### config.mk
export PLATFORM = sky130hd
export DESIGN_NAME = pbdebounce_multi
export DESIGN_NICKNAME = d
export VERILOG_FILES = /design/src/rtl/pbdebounce_multi_pkg.sv /design/src/rtl/pbdebounce_ch.sv /design/src/rtl/pbdebounce_multi.sv
export SDC_FILE = /design/constraint.sdc
export NUM_CORES = 1
export LEC_CHECK = 0
export CAP_MARGIN = 30
export CORE_MARGIN = 5
export CORE_UTILIZATION = 40
export CTS_CLUSTER_SIZE = 16
export DETAILED_ROUTE_END_ITERATION = 16
export PLACE_DENSITY = 0.61
export SYNTH_ARGS = -nofsm -noshare
export SYNTH_HDL_FRONTEND = slang
export SYNTH_SLANG_ARGS = --single-unit
### constraint.sdc
create_clock -name clk_1ms -period 1.4 [get_ports clk_1ms]
set_input_delay 0.14 -clock clk_1ms [delete_from_list [all_inputs] [get_ports clk_1ms]]
set_output_delay 0.14 -clock clk_1ms [all_outputs]
set_load 0.005 [all_outputs]
### src/rtl/pbdebounce_multi_pkg.sv
// Shared constants for the multi-channel push-button debouncer:
// default parameter values and the counter-width helper.
package pbdebounce_multi_pkg;

    localparam int DEF_CHANNELS   = 4;
    localparam int DEF_DEPTH      = 8;
    localparam int DEF_HOLD_MS    = 1000;
    localparam int DEF_ACTIVE_LOW = 0;

    // Ceiling log2 of value; never returns less than 1 so a counter always has a bit.
    function automatic int clog2(input int value);
        int w;
        w = 0;
        for (int i = 0; i < 32; i++) begin
            if ((64'd1 << w) < 64'(value)) begin
                w = w + 1;
            end
        end
        return (w < 1) ? 1 : w;
    endfunction

endpackage

### src/rtl/pbdebounce_ch.sv
// One push-button channel: two-flop synchroniser, sample history, debounced
// level, press/release edge pulses and a saturating hold counter that fires a
// single long-press pulse.
module pbdebounce_ch
    import pbdebounce_multi_pkg::*;
#(
    parameter int DEPTH      = DEF_DEPTH,
    parameter int HOLD_MS    = DEF_HOLD_MS,
    parameter int ACTIVE_LOW = DEF_ACTIVE_LOW
) (
    input  logic clk_1ms,
    input  logic rst_n,
    input  logic button_i,
    output logic level_o,
    output logic press_o,
    output logic release_o,
    output logic long_press_o
);

    localparam int CNT_W = clog2(HOLD_MS + 1);
    localparam logic [CNT_W-1:0] HOLD_MAX = CNT_W'(HOLD_MS);
    localparam logic [CNT_W-1:0] HOLD_PRE = CNT_W'(HOLD_MS - 1);

    logic             btn_in;
    logic             s1_q, s2_q;
    logic [DEPTH-1:0] hist_q, hist_d;
    logic             level_q, level_d;
    logic             press_q, press_d;
    logic             release_q, release_d;
    logic             long_q, long_d;
    logic [CNT_W-1:0] cnt_q, cnt_d;

    // Polarity is normalised before the synchroniser so everything downstream means 1 = pressed.
    assign btn_in = (ACTIVE_LOW != 0) ? ~button_i : button_i;

    // Next-state: shift in newest sample, accept a level only on a unanimous history.
    always_comb begin
        hist_d  = {hist_q[DEPTH-2:0], s2_q};
        level_d = level_q;
        if (&hist_d) begin
            level_d = 1'b1;
        end else if (~|hist_d) begin
            level_d = 1'b0;
        end
        press_d   = level_d & ~level_q;
        release_d = ~level_d & level_q;
        // Counter follows the registered level, so it starts counting the edge after the press.
        cnt_d = '0;
        if (level_q) begin
            cnt_d = (cnt_q == HOLD_MAX) ? cnt_q : cnt_q + 1'b1;
        end
        // Only fire while still pressed, so a release on the threshold edge never yields a long press.
        long_d = level_q & level_d & (cnt_q == HOLD_PRE);
    end

    // State and output registers; reset clears everything without emitting pulses.
    always_ff @(posedge clk_1ms or negedge rst_n) begin
        if (!rst_n) begin
            s1_q      <= 1'b0;
            s2_q      <= 1'b0;
            hist_q    <= '0;
            level_q   <= 1'b0;
            press_q   <= 1'b0;
            release_q <= 1'b0;
            long_q    <= 1'b0;
            cnt_q     <= '0;
        end else begin
            s1_q      <= btn_in;
            s2_q      <= s1_q;
            hist_q    <= hist_d;
            level_q   <= level_d;
            press_q   <= press_d;
            release_q <= release_d;
            long_q    <= long_d;
            cnt_q     <= cnt_d;
        end
    end

    assign level_o      = level_q;
    assign press_o      = press_q;
    assign release_o    = release_q;
    assign long_press_o = long_q;

endmodule

### src/rtl/pbdebounce_multi.sv
// Multi-channel push-button debouncer: CHANNELS independent copies of
// pbdebounce_ch sharing the 1 kHz sampling clock and reset.
module pbdebounce_multi
    import pbdebounce_multi_pkg::*;
#(
    parameter int CHANNELS   = DEF_CHANNELS,
    parameter int DEPTH      = DEF_DEPTH,
    parameter int HOLD_MS    = DEF_HOLD_MS,
    parameter int ACTIVE_LOW = DEF_ACTIVE_LOW
) (
    input  logic                clk_1ms,
    input  logic                rst_n,
    input  logic [CHANNELS-1:0] button_i,
    output logic [CHANNELS-1:0] level_o,
    output logic [CHANNELS-1:0] press_o,
    output logic [CHANNELS-1:0] release_o,
    output logic [CHANNELS-1:0] long_press_o
);

    genvar gi;
    generate
        for (gi = 0; gi < CHANNELS; gi++) begin : g_ch
            pbdebounce_ch #(
                .DEPTH      (DEPTH),
                .HOLD_MS    (HOLD_MS),
                .ACTIVE_LOW (ACTIVE_LOW)
            ) u_ch (
                .clk_1ms      (clk_1ms),
                .rst_n        (rst_n),
                .button_i     (button_i[gi]),
                .level_o      (level_o[gi]),
                .press_o      (press_o[gi]),
                .release_o    (release_o[gi]),
                .long_press_o (long_press_o[gi])
            );
        end
    endgenerate

endmodule

# Word level (Yosys, flattened, before mapping)
# Index checks and enable logic that the tools add are counted.
# word_totals
reg_bits	92
wordCells	96
# op_classes
n_addsub	4
eq_ne	12
mux	16
bitwise_logic	24
n_reduce_logical	8
# ops
cell	n
$eq 10x10->1 const B	8
$mux 10	8
$add 10x1->10 const B	4
$reduce_and 8->1	4
$reduce_or 8->1	4
$and 1x1->1	16
$mux 1	8
$ne 2x2->1 const B	4
$not 1->1	8

# Depth between registers and ports, before layout
# logic_depth
word_depth	5
ltp_mapped	5

# Cells and area by module
# Synthesis repeated with hierarchy kept, for this count alone.
# hier_totals
hier_cells	320
area_unflattened_um2	3743.6
# modules_own_cells
module	instances	cells_per_inst	area_per_inst_um2
pbdebounce_ch	4	80	935.9

# Least setup slack after synthesis
# Ideal clock, no wire load.
# synth_path
path_type	register -> register
start	reg g_ch[2].u_ch.cnt_q[2]
end	reg g_ch[2].u_ch.cnt_q[7]
setup_time_ps	79
arrival_time_ps	1198
required_ps	1321
path_slack_ps	122
stages_incl_launch_ff	5
path_buffers	1
synth_period_minus_slack_ps	1278
cell_sequence	dfrtp_1 > buf_2 > nand4_2 > or4_1 > a21oi_1
# synth_between
elab_chain_cells	3
word_cells_on_any_way	5
# synth_lines
element	line_no	rtl
from (decl)	pbdebounce_ch.sv:31	logic [CNT_W-1:0] cnt_q, cnt_d;
from (signal assigned)	pbdebounce_ch.sv:75	cnt_q <= cnt_d;
$add 10x1->10	pbdebounce_ch.sv:50	cnt_d = (cnt_q == HOLD_MAX) ? cnt_q : cnt_q + 1'b1;
$mux 10	pbdebounce_ch.sv:50	
$mux 10	pbdebounce_ch.sv:49	if (level_q) begin
# Several ways; a longest one is shown, not always the timed one. The select of a mux whose other input is x is not followed.
# A chain may end at the register's enable or synchronous reset.

# Worst setup path in the final report
# layout_path
start	reg g_ch[0].u_ch.cnt_q[1]
end	reg g_ch[0].u_ch.cnt_q[7]
# layout_between
elab_chain_cells	3
word_cells_on_any_way	5
# layout_lines
element	line_no
from (decl)	pbdebounce_ch.sv:31
from (signal assigned)	pbdebounce_ch.sv:75
$add 10x1->10	pbdebounce_ch.sv:50
$mux 10	pbdebounce_ch.sv:50
$mux 10	pbdebounce_ch.sv:49
# Several ways; a longest one is shown, not always the timed one. The select of a mux whose other input is x is not followed.

==> impl_metrics.yaml <==
pwr:
  p_switching_mw: 1.18
  leakage_nw: 1.87
  sw_frac_of_total_pct: 21.9
  power.share.sequential_pct: 52.3
  clockPowerShare_pct: 40.9
  worst_ir_drop_on_vdd_uv: 519
  powerDensity_mw_per_mm2: 1150
  internal-power_mw: 4.21
  comb_power_share_pct: 6.8
detailed_routing:
  dr_wl_met2_mm: 3.09
  vias_per_inst: 5.00
  drtIter0Drc: 129
  first_pass_iters: 4
  wire_per_inst_um: 13.0
  routed_wl_mm: 6.75
  dr_total_vias: 2589
  drc: 0
  route.top_layer_used: "met4"
  wirelength_met1_mm: 3.35
  met3_length_um: 221
  drt.antenna.violating_nets: 0
clock_tree:
  clock_sinks: 92
  cts_max_path_buffers: 2
  worst_skew_pair.late_latency_ns: 0.36
  clk_root_buffer_cell: "sky130_fd_sc_hd__clkbuf_8"
  htree_levels: 3
  clkSlewWorstSetupHoldPaths_ns: 0.10
  cts_tree: "done"
  tritoncts.num_buffers: 9
logic_synthesis:
  post_synth_xor_area_fraction_pct: 2.05
  yosys_warnings: 0
  ys_seq_area_share_pct: 59.9
  netlist_instances: 337
  yosysUniqueCellTypes: 29
  synthesis.nets: 351
  synth_top_cell_area_share_pct: 59.9
  post_synth_main_area_contributors: "sky130_fd_sc_hd__dfrtp_1, sky130_fd_sc_hd__buf_4, sky130_fd_sc_hd__a21oi_1"
  synth.largest_area_cell: "sky130_fd_sc_hd__dfrtp_1"
  netlist_area_mm2: 0.00385
  ys_seq_elements: 92
  main_combinational_cell_family_by_area_after_synthesis: "simple AND/OR/NAND/NOR gates"
  synth_fa_ha_area_share_pct: 2.60
  synthMuxAreaShare_pct: 2.34
  synth-simple-area-share_pct: 20.3
  synth_area_per_cell_um2: 11.4
  synth_compound_area_share_pct: 7.22
global_route:
  grt_first_pass_wirelength_mm: 11.5
  grt_start_max_net_pins: 28
  grt_antenna_before_repair: 0
  grt_overflow: 0
  gr-usage-all-layers_pct: 12.3
  via_count_of_the_first_global_routing_pass: 2517
finish:
  layout.nets: 398
  regArea_mm2: 0.00231
  multi_input_comb_area_mm2: 0.00139
  final_cells: 518
  synthToLayoutAreaGrowth_pct: 22.1
  drive_above_1_share_pct: 21.1
  insertedDiodeCount: 0
  num-fill-cells: 824
setup_path:
  cpLargestDelayFamily: "simple AND/OR/NAND/NOR gates"
  critPathMaxStageDelay_ns: 0.47
  critPathCaptureType: "register"
  reg2reg_setup_slack_ns: 0.04
  reg2reg_from: "g_ch[0].u_ch.cnt_q[1]"
  timing.critical_path.slowest_stage_cell: "sky130_fd_sc_hd__or4_1"
  worst_setup_path_start_kind: "register"
  critical_path_buf_inv_count: 1
  crit_type: "register to register"
  critPathRequiredTime_ns: 1.69
  cp_max_fo: 6
  cell_depth_of_the_worst_flop_to_flop_path: 4
  timing.critical_path.cells: "buf_4 > nand3_4 > or4_1 > a21oi_1"
  cp-startpoint: "g_ch[0].u_ch.cnt_q[1]"
  worstPathArrival_ns: 1.65
  reg_to_reg_end: "g_ch[0].u_ch.cnt_q[7]"
  stages_on_worst_setup_path: 4
  timing.critical_path.to: "g_ch[0].u_ch.cnt_q[7]"
worst_hold_path:
  hold_path_class: "primary input to async pin"
sta:
  clock_skew_ns: 0.0106
  slew_headroom_pct: 75.7
  finalCritPeriodShare_pct: 97.1
  max_freq_mhz: 736
  grt_setup_unrepaired: "true"
  timing.final.setup_violations: 0
  timing_worst_slew_pin_value_ns: 0.364
  finalHoldViolCount: 0
  min_period_ns: 1.36
  slew_viol_final: 0
  totalNegativeSetupSlack_ns: 0
  hold-worst-slack_ns: 0.226
floorplan:
  io-pin-count: 22
  die-area_mm2: 0.0117
  std_cell_rows: 35
  initial_utilization_pct: 41.2
  dieHeight_um: 108
  floorplan.die.width_um: 108
  coreArea_mm2: 0.00933
placement:
  finalWeightedCongestion: 0.754
  dp.cells: 492
  detailedPlacementHpwl_mm: 4.63
  numPortBuffers: 21
status:
  outcome: "finished, final reports clean"
job:
  cap_viol_max_count: 0
cell type report:
cell class | instances | share of cell area [%]
sequential | 92 | 49.3
multi-input combinational | 205 | 29.5
tap | 129 | 3.44
clock buffer | 11 | 3.22
inverter | 19 | 1.52
clock inverter | 5 | 2.27
timing repair buffer | 57 | 10.8
power by group through the flow:
stage	Combinational [mW]	Clock (mW)	Sequential, mW
2_1_floorplan	0.176	0	2.85
3_3_place_gp	0.321	0	2.88
3_5_place_dp	0.323	0	2.89
4_1_cts	0.361	2.28	2.82
5_1_grt	0.418	2.38	2.84
6_report	0.367	2.21	2.83
synthesized netlist by cell type:
library cell,number
sky130_fd_sc_hd__dfrtp_1,92
sky130_fd_sc_hd__nand2_1,26
sky130_fd_sc_hd__a21oi_1,23
sky130_fd_sc_hd__buf_4,16
sky130_fd_sc_hd__inv_1,15
sky130_fd_sc_hd__nand4_1,13
sky130_fd_sc_hd__o21ai_0,13
sky130_fd_sc_hd__nor2_1,12
sky130_fd_sc_hd__nor4_1,11
sky130_fd_sc_hd__or3_1,11
sky130_fd_sc_hd__nand3_1,10
sky130_fd_sc_hd__nor3_1,10
sky130_fd_sc_hd__mux2i_1,9
sky130_fd_sc_hd__o31ai_1,9
sky130_fd_sc_hd__ha_1,8
sky130_fd_sc_hd__nand3b_1,8
sky130_fd_sc_hd__or4_1,8
sky130_fd_sc_hd__xor2_1,7
sky130_fd_sc_hd__buf_2,5
sky130_fd_sc_hd__clkinv_1,4
sky130_fd_sc_hd__nand4_2,4
sky130_fd_sc_hd__nand4b_1,4
sky130_fd_sc_hd__nor4_2,4
sky130_fd_sc_hd__o21a_1,4
sky130_fd_sc_hd__or2_2,4
sky130_fd_sc_hd__nand2b_1,2
sky130_fd_sc_hd__nand3_2,2
sky130_fd_sc_hd__xnor2_1,2
sky130_fd_sc_hd__and3_1,1
cell families (layout without fill, tap and decap cells):
| logic type | count (synthesis) | in the layout |
|---|---|---|
| fa+ha+maj | 8 | 8 |
| simple gates | 130 | 130 |
| xor+xnor | 9 | 9 |
| compound gates | 49 | 49 |
| buf+inv | 40 | 92 |
| mux | 9 | 9 |
| flops | 92 | 92 |
per-stage QoR:
step / total power, mW / cell area, um2 / util (%) / setup slack, ns
6_report: 5.40 / 4690 / 50.3 / 0.0404
5_1_grt: 5.63 / 4690 / 50.3 / -0.0659
4_1_cts: 5.46 / 4590 / 49.2 / 0.000535
3_5_place_dp: 3.21 / 4290 / 46.0 / 0.0133
3_3_place_gp: 3.20 / 4290 / 46.0 / 0.0715
2_1_floorplan: 3.03 / 3850 / - / 0.122
timing repair:
item	CTS	global route
pin swaps	0	3
hold endpoints to repair	24	0
buffers inserted	4	5
hold buffers	1	0
resized for setup	2	18
endpoints found under the setup margin	6	20
flip-flops by register name (all words and copies together) (netlist names):
register and cells:
g_ch.u_ch.release_o 4, g_ch.u_ch.hist_q 28, g_ch.u_ch.cnt_q 40, g_ch.u_ch.level_o 4, g_ch.u_ch.long_press_o 4, g_ch.u_ch.s1_q 4
g_ch.u_ch.s2_q 4, g_ch.u_ch.press_o 4
cells in the final DEF (no fill, tap or decap), types with 4 or more instances in the layout:
cell,netlist,final
sky130_fd_sc_hd__clkinv_1,4,4
sky130_fd_sc_hd__nor3_1,10,10
sky130_fd_sc_hd__dfrtp_1,92,84
sky130_fd_sc_hd__o21a_1,4,4
sky130_fd_sc_hd__dfrtp_2,0,8
sky130_fd_sc_hd__a21oi_1,23,22
sky130_fd_sc_hd__nor4_1,11,10
sky130_fd_sc_hd__o31ai_1,9,9
sky130_fd_sc_hd__buf_4,16,34
sky130_fd_sc_hd__nand3_1,10,10
sky130_fd_sc_hd__mux2i_1,9,9
sky130_fd_sc_hd__nand3b_1,8,8
sky130_fd_sc_hd__xor2_1,7,7
sky130_fd_sc_hd__nor2_1,12,12
sky130_fd_sc_hd__nand4b_1,4,4
sky130_fd_sc_hd__or3_1,11,11
sky130_fd_sc_hd__nand2_1,26,26
sky130_fd_sc_hd__clkbuf_8,0,11
sky130_fd_sc_hd__nor4_2,4,5
sky130_fd_sc_hd__o21ai_0,13,13
sky130_fd_sc_hd__or4_1,8,8
sky130_fd_sc_hd__inv_1,15,14
sky130_fd_sc_hd__nand4_1,13,13
sky130_fd_sc_hd__or2_2,4,4
sky130_fd_sc_hd__clkdlybuf4s50_1,0,20
layer usage:
metal | vias to the layer above | global-route usage [%]
li1 | 1286 | -
met1 | 1257 | 17.0
met2 | 38 | 19.0
met3 | 8 | 2.99
met4 | 0 | 4.33
met5 | - | 0
worst min-delay path by stage:
stage | from | cells past startpoint | to
after global placement | rst_n | 1 | g_ch[0].u_ch.press_o
after global routing | button_i[1] | 1 | g_ch[1].u_ch.s1_q
after detailed placement | rst_n | 1 | g_ch[0].u_ch.release_o
after CTS | button_i[0] | 1 | g_ch[0].u_ch.s1_q
after floorplan | rst_n | 0 | g_ch[0].u_ch.cnt_q[0]
final | rst_n | 2 | g_ch[3].u_ch.hist_q[4]
Note: power is estimated with default switching activity, not from simulation.
